===== src/rtl/dnn_common_pkg.sv =====
// -----------------------------------------------------------------------------
// dnn_common_pkg
// Shared elaboration-time helpers for the neuron-lane datapath blocks.
//   DEFAULT_BIT_WIDTH : default datapath word width (16)
//   clog2()           : ceil(log2(n)), 0 for n <= 1
//   clog_radix()      : number of RADIX:1 levels needed to reduce n words to 1
//                       (never less than 1, so tiny selectors still register)
//   level_groups()    : number of RADIX:1 muxes at a given tree level
// -----------------------------------------------------------------------------
package dnn_common_pkg;

    localparam int DEFAULT_BIT_WIDTH = 16;

    function automatic int clog2(input int n);
        int r;
        int v;
        r = 0;
        v = 1;
        while (v < n) begin
            v = v * 2;
            r++;
        end
        return r;
    endfunction

    function automatic int clog_radix(input int n, input int radix);
        int s;
        int cap;
        s   = 0;
        cap = 1;
        while (cap < n) begin
            cap = cap * radix;
            s++;
        end
        // A selector with n <= radix still gets one registered level.
        if (s < 1) begin
            s = 1;
        end
        return s;
    endfunction

    // Level 0 sees n words; every later level sees one word per group of the
    // level before it.
    function automatic int level_groups(input int n, input int radix, input int level);
        int w;
        int g;
        w = n;
        g = n;
        for (int i = 0; i <= level; i++) begin
            g = (w + radix - 1) / radix;
            w = g;
        end
        return g;
    endfunction

endpackage


===== src/rtl/mux_n_to_1_pipe_if.sv =====
// -----------------------------------------------------------------------------
// mux_n_to_1_pipe_if
// Bundle of the selector's input-beat and output-beat channels.
//   i_valid/o_ready/i_sel/i_A : input channel (producer -> selector)
//   o_valid/i_ready/o_B/o_err : output channel (selector -> consumer)
//
// Handshake (both channels): a beat transfers on a rising clk edge where
// valid && ready are both high. The sender holds valid and payload steady
// until that edge; ready may rise or fall freely and never depends on valid
// of the same channel.
//
// Modports: slave = the selector itself, master = the producer/consumer side.
// -----------------------------------------------------------------------------
interface mux_n_to_1_pipe_if
    import dnn_common_pkg::*;
#(
    parameter int BIT_WIDTH  = DEFAULT_BIT_WIDTH,
    parameter int NUM_INPUTS = 81
);
    localparam int SEL_WIDTH = clog2(NUM_INPUTS);

    logic                            i_valid;
    logic                            o_ready;
    logic [SEL_WIDTH-1:0]            i_sel;
    logic [NUM_INPUTS*BIT_WIDTH-1:0] i_A;
    logic                            o_valid;
    logic                            i_ready;
    logic [BIT_WIDTH-1:0]            o_B;
    logic                            o_err;

    modport slave (
        input  i_valid, i_sel, i_A, i_ready,
        output o_ready, o_valid, o_B, o_err
    );

    modport master (
        output i_valid, i_sel, i_A, i_ready,
        input  o_ready, o_valid, o_B, o_err
    );

endinterface


===== src/rtl/mux_radix_stage.sv =====
// -----------------------------------------------------------------------------
// mux_radix_stage
// One level of the pipelined selector tree: NUM_GROUPS independent RADIX:1
// muxes sharing one select digit, followed by a register slice with its own
// valid bit and elastic ready.
//   clk, rst   : clock, synchronous active-high reset
//   in_valid   : upstream beat valid        in_ready  : this level can load
//   in_data    : NUM_GROUPS*RADIX words (group g = words g*RADIX..+RADIX-1)
//   in_sel     : select field, low clog2(RADIX) bits consumed here
//   in_err     : out-of-range flag travelling with the beat
//   out_valid  : registered beat valid       out_ready : downstream can load
//   out_data   : NUM_GROUPS registered words
//   out_sel    : select field shifted down by one digit
//   out_err    : registered err flag
// -----------------------------------------------------------------------------
module mux_radix_stage
    import dnn_common_pkg::*;
#(
    parameter int RADIX         = 16,
    parameter int BIT_WIDTH     = DEFAULT_BIT_WIDTH,
    parameter int NUM_GROUPS    = 1,
    parameter int REM_SEL_WIDTH = 8
) (
    input  logic                              clk,
    input  logic                              rst,
    input  logic                              in_valid,
    output logic                              in_ready,
    input  logic [NUM_GROUPS*RADIX*BIT_WIDTH-1:0] in_data,
    input  logic [REM_SEL_WIDTH-1:0]          in_sel,
    input  logic                              in_err,
    output logic                              out_valid,
    input  logic                              out_ready,
    output logic [NUM_GROUPS*BIT_WIDTH-1:0]   out_data,
    output logic [REM_SEL_WIDTH-1:0]          out_sel,
    output logic                              out_err
);
    localparam int LVL_BITS = clog2(RADIX);

    logic [LVL_BITS-1:0]             leg;
    logic [NUM_GROUPS*BIT_WIDTH-1:0] mux_data;

    logic                            valid_q;
    logic [NUM_GROUPS*BIT_WIDTH-1:0] data_q;
    logic [REM_SEL_WIDTH-1:0]        sel_q;
    logic                            err_q;

    assign leg = in_sel[LVL_BITS-1:0];

    // Empty slot, or the slot drains this same cycle.
    assign in_ready = !valid_q || out_ready;

    always_comb begin
        mux_data = '0;
        for (int g = 0; g < NUM_GROUPS; g++) begin
            mux_data[g*BIT_WIDTH +: BIT_WIDTH] =
                in_data[(g*RADIX + int'(leg))*BIT_WIDTH +: BIT_WIDTH];
        end
    end

    always_ff @(posedge clk) begin
        if (rst) begin
            valid_q <= 1'b0;
            data_q  <= '0;
            sel_q   <= '0;
            err_q   <= 1'b0;
        end else if (in_ready) begin
            valid_q <= in_valid;
            // Payload only moves with a real beat, so a bubble leaves the
            // last word in place instead of toggling the datapath.
            if (in_valid) begin
                data_q <= mux_data;
                sel_q  <= in_sel >> LVL_BITS;
                err_q  <= in_err;
            end
        end
    end

    assign out_valid = valid_q;
    assign out_data  = data_q;
    assign out_sel   = sel_q;
    assign out_err   = err_q;

endmodule


===== src/rtl/mux_n_to_1_pipe.sv =====
// -----------------------------------------------------------------------------
// mux_n_to_1_pipe
// Pipelined N:1 word selector built from RADIX:1 levels, one register stage
// per level, with an elastic valid/ready handshake front and back.
//   clk  : clock
//   rst  : synchronous active-high reset, drops every in-flight beat
//   bus  : mux_n_to_1_pipe_if.slave
//            i_valid/o_ready/i_sel/i_A in, o_valid/i_ready/o_B/o_err out
// Latency is NUM_STAGES cycles with i_ready held high, one beat per cycle.
// A beat with i_sel >= NUM_INPUTS comes out with o_err = 1 and o_B = 0.
// The interface instance must carry the same BIT_WIDTH/NUM_INPUTS as this
// module.
// -----------------------------------------------------------------------------
module mux_n_to_1_pipe
    import dnn_common_pkg::*;
#(
    parameter int BIT_WIDTH  = DEFAULT_BIT_WIDTH,
    parameter int NUM_INPUTS = 81,
    parameter int RADIX      = 16
) (
    input  logic             clk,
    input  logic             rst,
    mux_n_to_1_pipe_if.slave bus
);
    localparam int LVL_BITS   = clog2(RADIX);
    localparam int NUM_STAGES = clog_radix(NUM_INPUTS, RADIX);
    // One select digit per level; RADIX**NUM_STAGES >= NUM_INPUTS guarantees
    // this is at least as wide as i_sel.
    localparam int SEL_PAD_W  = NUM_STAGES * LVL_BITS;
    localparam int LAST       = NUM_STAGES - 1;

    logic sel_oob;
    assign sel_oob = 32'(bus.i_sel) >= NUM_INPUTS;

    for (genvar k = 0; k < NUM_STAGES; k++) begin : g_lvl
        localparam int GROUPS = level_groups(NUM_INPUTS, RADIX, k);
        localparam int IN_W   = GROUPS * RADIX * BIT_WIDTH;

        logic [IN_W-1:0]             in_data;
        logic [SEL_PAD_W-1:0]        in_sel;
        logic                        in_valid;
        logic                        in_ready;
        logic                        in_err;
        logic                        out_valid;
        logic                        out_ready;
        logic [GROUPS*BIT_WIDTH-1:0] out_data;
        logic [SEL_PAD_W-1:0]        out_sel;
        logic                        out_err;

        // Zero-extension pads the last partial group, so unused legs read 0.
        if (k == 0) begin : g_head
            assign in_data  = IN_W'(bus.i_A);
            assign in_sel   = SEL_PAD_W'(bus.i_sel);
            assign in_valid = bus.i_valid;
            assign in_err   = sel_oob;
        end else begin : g_body
            assign in_data  = IN_W'(g_lvl[k-1].out_data);
            assign in_sel   = g_lvl[k-1].out_sel;
            assign in_valid = g_lvl[k-1].out_valid;
            assign in_err   = g_lvl[k-1].out_err;
        end

        // Ready ripples combinationally from the consumer back to o_ready.
        if (k == LAST) begin : g_tail
            assign out_ready = bus.i_ready;
        end else begin : g_link
            assign out_ready = g_lvl[k+1].in_ready;
        end

        mux_radix_stage #(
            .RADIX         (RADIX),
            .BIT_WIDTH     (BIT_WIDTH),
            .NUM_GROUPS    (GROUPS),
            .REM_SEL_WIDTH (SEL_PAD_W)
        ) u_stage (
            .clk       (clk),
            .rst       (rst),
            .in_valid  (in_valid),
            .in_ready  (in_ready),
            .in_data   (in_data),
            .in_sel    (in_sel),
            .in_err    (in_err),
            .out_valid (out_valid),
            .out_ready (out_ready),
            .out_data  (out_data),
            .out_sel   (out_sel),
            .out_err   (out_err)
        );
    end

    // All select digits are consumed by the last level; anything left over
    // can only mean the index ran past the tree, so it counts as out of range.
    logic final_err;
    assign final_err = g_lvl[LAST].out_err || (|g_lvl[LAST].out_sel);

    assign bus.o_ready = g_lvl[0].in_ready;
    assign bus.o_valid = g_lvl[LAST].out_valid;
    assign bus.o_err   = final_err;
    assign bus.o_B     = final_err ? '0 : g_lvl[LAST].out_data;

endmodule

===== src/flat_wrapper.sv =====
// flat-port wrapper written by rule: the top's interface ports become plain ports
module mux_n_to_1_pipe_flat import dnn_common_pkg::*;
#(
    parameter int BIT_WIDTH  = DEFAULT_BIT_WIDTH,
    parameter int NUM_INPUTS = 81,
    parameter int RADIX      = 16
)
  (clk, rst, bus_i_valid, bus_i_sel, bus_i_A, bus_i_ready, bus_o_ready, bus_o_valid, bus_o_B, bus_o_err);
  mux_n_to_1_pipe_if #(.BIT_WIDTH(BIT_WIDTH), .NUM_INPUTS(NUM_INPUTS)) bus_i ();
  input  logic clk;
  input  logic rst;
  input wire logic [$bits(bus_i.i_valid)-1:0] bus_i_valid;
  input wire logic [$bits(bus_i.i_sel)-1:0] bus_i_sel;
  input wire logic [$bits(bus_i.i_A)-1:0] bus_i_A;
  input wire logic [$bits(bus_i.i_ready)-1:0] bus_i_ready;
  output wire logic [$bits(bus_i.o_ready)-1:0] bus_o_ready;
  output wire logic [$bits(bus_i.o_valid)-1:0] bus_o_valid;
  output wire logic [$bits(bus_i.o_B)-1:0] bus_o_B;
  output wire logic [$bits(bus_i.o_err)-1:0] bus_o_err;
  assign bus_i.i_valid = bus_i_valid;
  assign bus_i.i_sel = bus_i_sel;
  assign bus_i.i_A = bus_i_A;
  assign bus_i.i_ready = bus_i_ready;
  assign bus_o_ready = bus_i.o_ready;
  assign bus_o_valid = bus_i.o_valid;
  assign bus_o_B = bus_i.o_B;
  assign bus_o_err = bus_i.o_err;
  mux_n_to_1_pipe #(.BIT_WIDTH(BIT_WIDTH), .NUM_INPUTS(NUM_INPUTS), .RADIX(RADIX)) u_core (.clk(clk), .rst(rst), .bus(bus_i));
endmodule

===== config.mk =====
export PLATFORM = sky130hd
export DESIGN_NAME = mux_n_to_1_pipe_flat
export DESIGN_NICKNAME = d
export VERILOG_FILES = /design/src/rtl/dnn_common_pkg.sv /design/src/rtl/mux_n_to_1_pipe_if.sv /design/src/rtl/mux_radix_stage.sv /design/src/rtl/mux_n_to_1_pipe.sv /design/src/flat_wrapper.sv
export SDC_FILE = /design/constraint.sdc
export NUM_CORES = 1
export LEC_CHECK = 0
export BUFFER_PORTS_ARGS = -buffer_cell sky130_fd_sc_hd__buf_2
export CAP_MARGIN = 25
export CORE_AREA = 5 5 506 508
export DETAILED_ROUTE_END_ITERATION = 16
export DIE_AREA = 0 0 511 513
export GPL_TIMING_DRIVEN = 0
export MAX_ROUTING_LAYER = met4
export PLACE_DENSITY = 0.35
export SETUP_SLACK_MARGIN = 0.4
export SLEW_MARGIN = 25
export SYNTH_ARGS = -nofsm -noshare
export SYNTH_HDL_FRONTEND = slang
export SYNTH_SLANG_ARGS = --single-unit

===== constraint.sdc =====
create_clock -name clk -period 5.4 [get_ports clk]
set_input_delay 1.62 -clock clk [delete_from_list [all_inputs] [get_ports clk]]
set_output_delay 1.62 -clock clk [all_outputs]
set_load 0.02 [all_outputs]

==> out/results.txt <==
Outcome = complete, no violations
CTS sink cnt = 119
Top sig layer = met4
Via/cell ratio = 3.207
Slowest cell on the critical path = clkbuf_1
Layout area overhead = 80.20%
Post-synth EDFFs = 0
Final WL = 229.4 mm
Slew @ Worst Pin = 1.134 ns
Fillers = 29000
CTS clk-pin slew, worst paths = 0.07 ns
Crit path kind = in2out
Bufs on Longest Clock Path = 2
WL/cell = 37.51 um
Detail Placement HPWL = 211.0 mm
Pint = 2.658 mW
# IOs = 1326
Final setup viols = 0
Netlist cell types = 29
Post-Syn Area per Cell = 12.99 um^2
#FFs+latches synth = 119
Antenna-violating nets left = 0
Switching Share = 0.3928
Register area = 2382 um^2
WP data required = 3.78 ns
H-tree depth = 4
Crit-path max FO = 10
Final period util = 0.9077
Final Instance Count excl. Fillers = 6116
Placed cell area = 26330 um^2
Startpoint types = input port
DRC = 0
Starting density of the core = 0.06088
Die W = 511 um
GRT Util Overall = 0.1733
Met3 routed wirelength = 29.77 mm
CP endpoint kind = output pin
Cell area after layout = 27500 um^2
Buf/Inv on CP = 7
Share of layout cells above drive strength 1 = 0.7604
Die Ht = 513 um
Total nets after synthesis = 2482
Synth Warn # = 0
Routability cong. = 0.9507
Dominant cell type by area after synthesis = mux4_2
# hold bufs at CTS = 0
Worst-skew pair later-pin latency = 0.53 ns
Switch Pwr = 1.719 mW
Initial antenna violation count = 374
CTS Buf Count = 17
Placed insts = 5858
Final Slew Violations = 0
Die ar. = 262100 um^2
Global-route wire length before repair = 274.7 mm
Mapped Area = 15260 um^2
Crit path top cell by count = buf_2
Grt total ovfl = 0
RSZ-0062 raised after global routing = false
Met2 wire length = 107.4 mm
Async SR Flop Fraction = 0
Pleak = 10.57 nW
Dpl ws = 0.1724 ns
DRT met1 WL = 85.98 mm
Post-synthesis sequential area ratio = 0.1561
Initial drt markers = 1342
Flop pwr share = 0.246
Fin worst setup slack = 0.4982 ns
Comb pwr share = 0.459
Largest net degree at the start of global routing = 17
Fin nets = 3836
Core ar. = 250700 um^2
Pwr dens = 159.2 nW/um^2
Post-layout min period = 4.902 ns
Worst slew margin = 0.2439
Via Count = 19620
Vias in the first global route = 20650
Synth top area cells = mux4_2 50%, dfxtp_1 16%, mux2_2 12%, a221o_1 5.2%, a21oi_1 3.9%
Area of the multi-input gates = 12110 um^2
Share of the synthesized area in the top cell type = 0.4958
Synth Flop Type = dfxtp_1
Worst path top cell family by delay = buffers and inverters
Port Buf Inserts = 1322
Final Hold Vio Count = 0
Mapped Cells = 1175
Final Skew = 0.04016 ns
Critical path cell sequence = buf_2 -> and3b_1 -> clkbuf_1 -> inv_2 -> clkbuf_4 -> buf_16 -> clkbuf_2 -> buf_2
Clock share of power = 0.295
CTS tree = built
FP Rows = 184
Root Driver = clkbuf_16
Hold crit path type = reg2reg
Drt pass-1 iters = 6
CP max stage delay = 0.27 ns
F_max = 204.0 MHz
Max_cap viols = 0
Max IR drop VDD = 276.5 uV
CP arrival = 3.28 ns
-- synthesized netlist by cell type (2+ instances only) --
library cell  number
a211oi_1          16
a21oi_1          119
a221o_1           80
a22oi_1           16
buf_1              8
buf_2             20
buf_4              5
buf_6             15
clkbuf_1         115
dfxtp_1          119
inv_1              2
mux2_1            16
mux2_2           160
mux4_2           336
nand2b_1          81
nand3_1            4
nand4_1           16
nor2b_1           17
o21ai_0           20
-- final cells by class --
cell class | count | area share
Inverter | 4 | 0.0005459
Antenna cell | 226 | 0.02056
Clock buffer | 18 | 0.01597
Timing Repair Buffer | 1335 | 0.2481
Tap cell | 3348 | 0.1523
Sequential cell | 119 | 0.08662
Clock inverter | 14 | 0.006050
Buffer | 163 | 0.02943
Multi-Input combinational cell | 889 | 0.4404
-- state kept, by name, summed over array words and instances (netlist names) --
signal,count
u_core.g_lvl.u_stage.out_data,112
u_core.g_lvl.u_stage.out_valid,2
u_core.g_lvl.u_stage.out_sel,3
u_core.g_lvl.u_stage.out_err,2
-- metrics by stage --
step	setup TNS, ns	power (mW)	util	hold slack [ns]
after floorplan	0	1.899	-	0.4475
after global placement	-191.41	3.176	0.1040	0.4558
after detailed placement	0	3.195	0.1050	0.4650
after CTS	0	4.538	0.1074	0.4748
after global routing	0	4.617	0.1094	0.4895
final	0	4.377	0.1097	0.4755
-- path summary, 6_finish.rpt --
check                                       startpoint                                    to  slack (ns)  cells after the start
setup / recovery                           bus_i_ready                           bus_o_ready        0.50                      8
hold / removal    u_core.g_lvl[0].u_stage.out_data[91]  u_core.g_lvl[0].u_stage.out_data[91]        0.48                      2
setup reg to reg     u_core.g_lvl[1].u_stage.out_valid  u_core.g_lvl[0].u_stage.out_data[36]        2.77                      7
hold reg to reg   u_core.g_lvl[0].u_stage.out_data[91]  u_core.g_lvl[0].u_stage.out_data[91]        0.48                      2
-- repair_timing --
item | 4_1_cts | 5_1_grt
gates resized for setup | 2 | 0
setup buffers | 0 | 0
hold endpoints to repair | 0 | 0
setup endpoints to repair | 1 | 0
-- worst min-delay path, stage by stage, from the launching register on --
cell	delay, ns
dfxtp_1	0.31
o21ai_0	0.07
a21oi_1	0.06
-- cells in the final DEF, fill, tap and decap left out, types with 17 or more instances in the layout --
cell type	n
a21oi_1	119
a221o_1	80
buf_2	1347
buf_6	17
clkbuf_1	92
clkbuf_16	17
clkbuf_2	19
dfxtp_1	119
diode_2	226
mux2_2	160
mux4_2	336
nand2b_1	81
nor2b_1	17
o21ai_0	20
-- power by group through the flow --
stage	clock network, mW	registers (mW)	logic (mW)
2_1_floorplan	0	0.990	0.909
3_3_place_gp	0	1.12	2.06
3_5_place_dp	0	1.12	2.08
4_1_cts	1.35	1.10	2.08
5_1_grt	1.39	1.09	2.14
6_report	1.29	1.08	2.01
-- cells by family (layout without fill, tap and decap cells) --
kind of cell / count (synthesis) / in the layout / share of synthesized area
multiplexers: 512 / 512 / 0.6256
buffers and inverters: 167 / 1534 / 0.05132
flip-flops: 119 / 119 / 0.1561
AO/OA/AOI/OAI: 254 / 254 / 0.1157
other: 0 / 226 / 0
AND/OR/NAND/NOR: 123 / 123 / 0.05123
-- metal layers --
metal / vias to the layer above / track usage
met2: 1451 / 0.2807
met4: 0 / 0.04234
li1: 8150 / -
met5: - / -
met1: 9758 / 0.1776
met3: 257 / 0.1066
No activity file was read; power rests on OpenSTA's default activity.
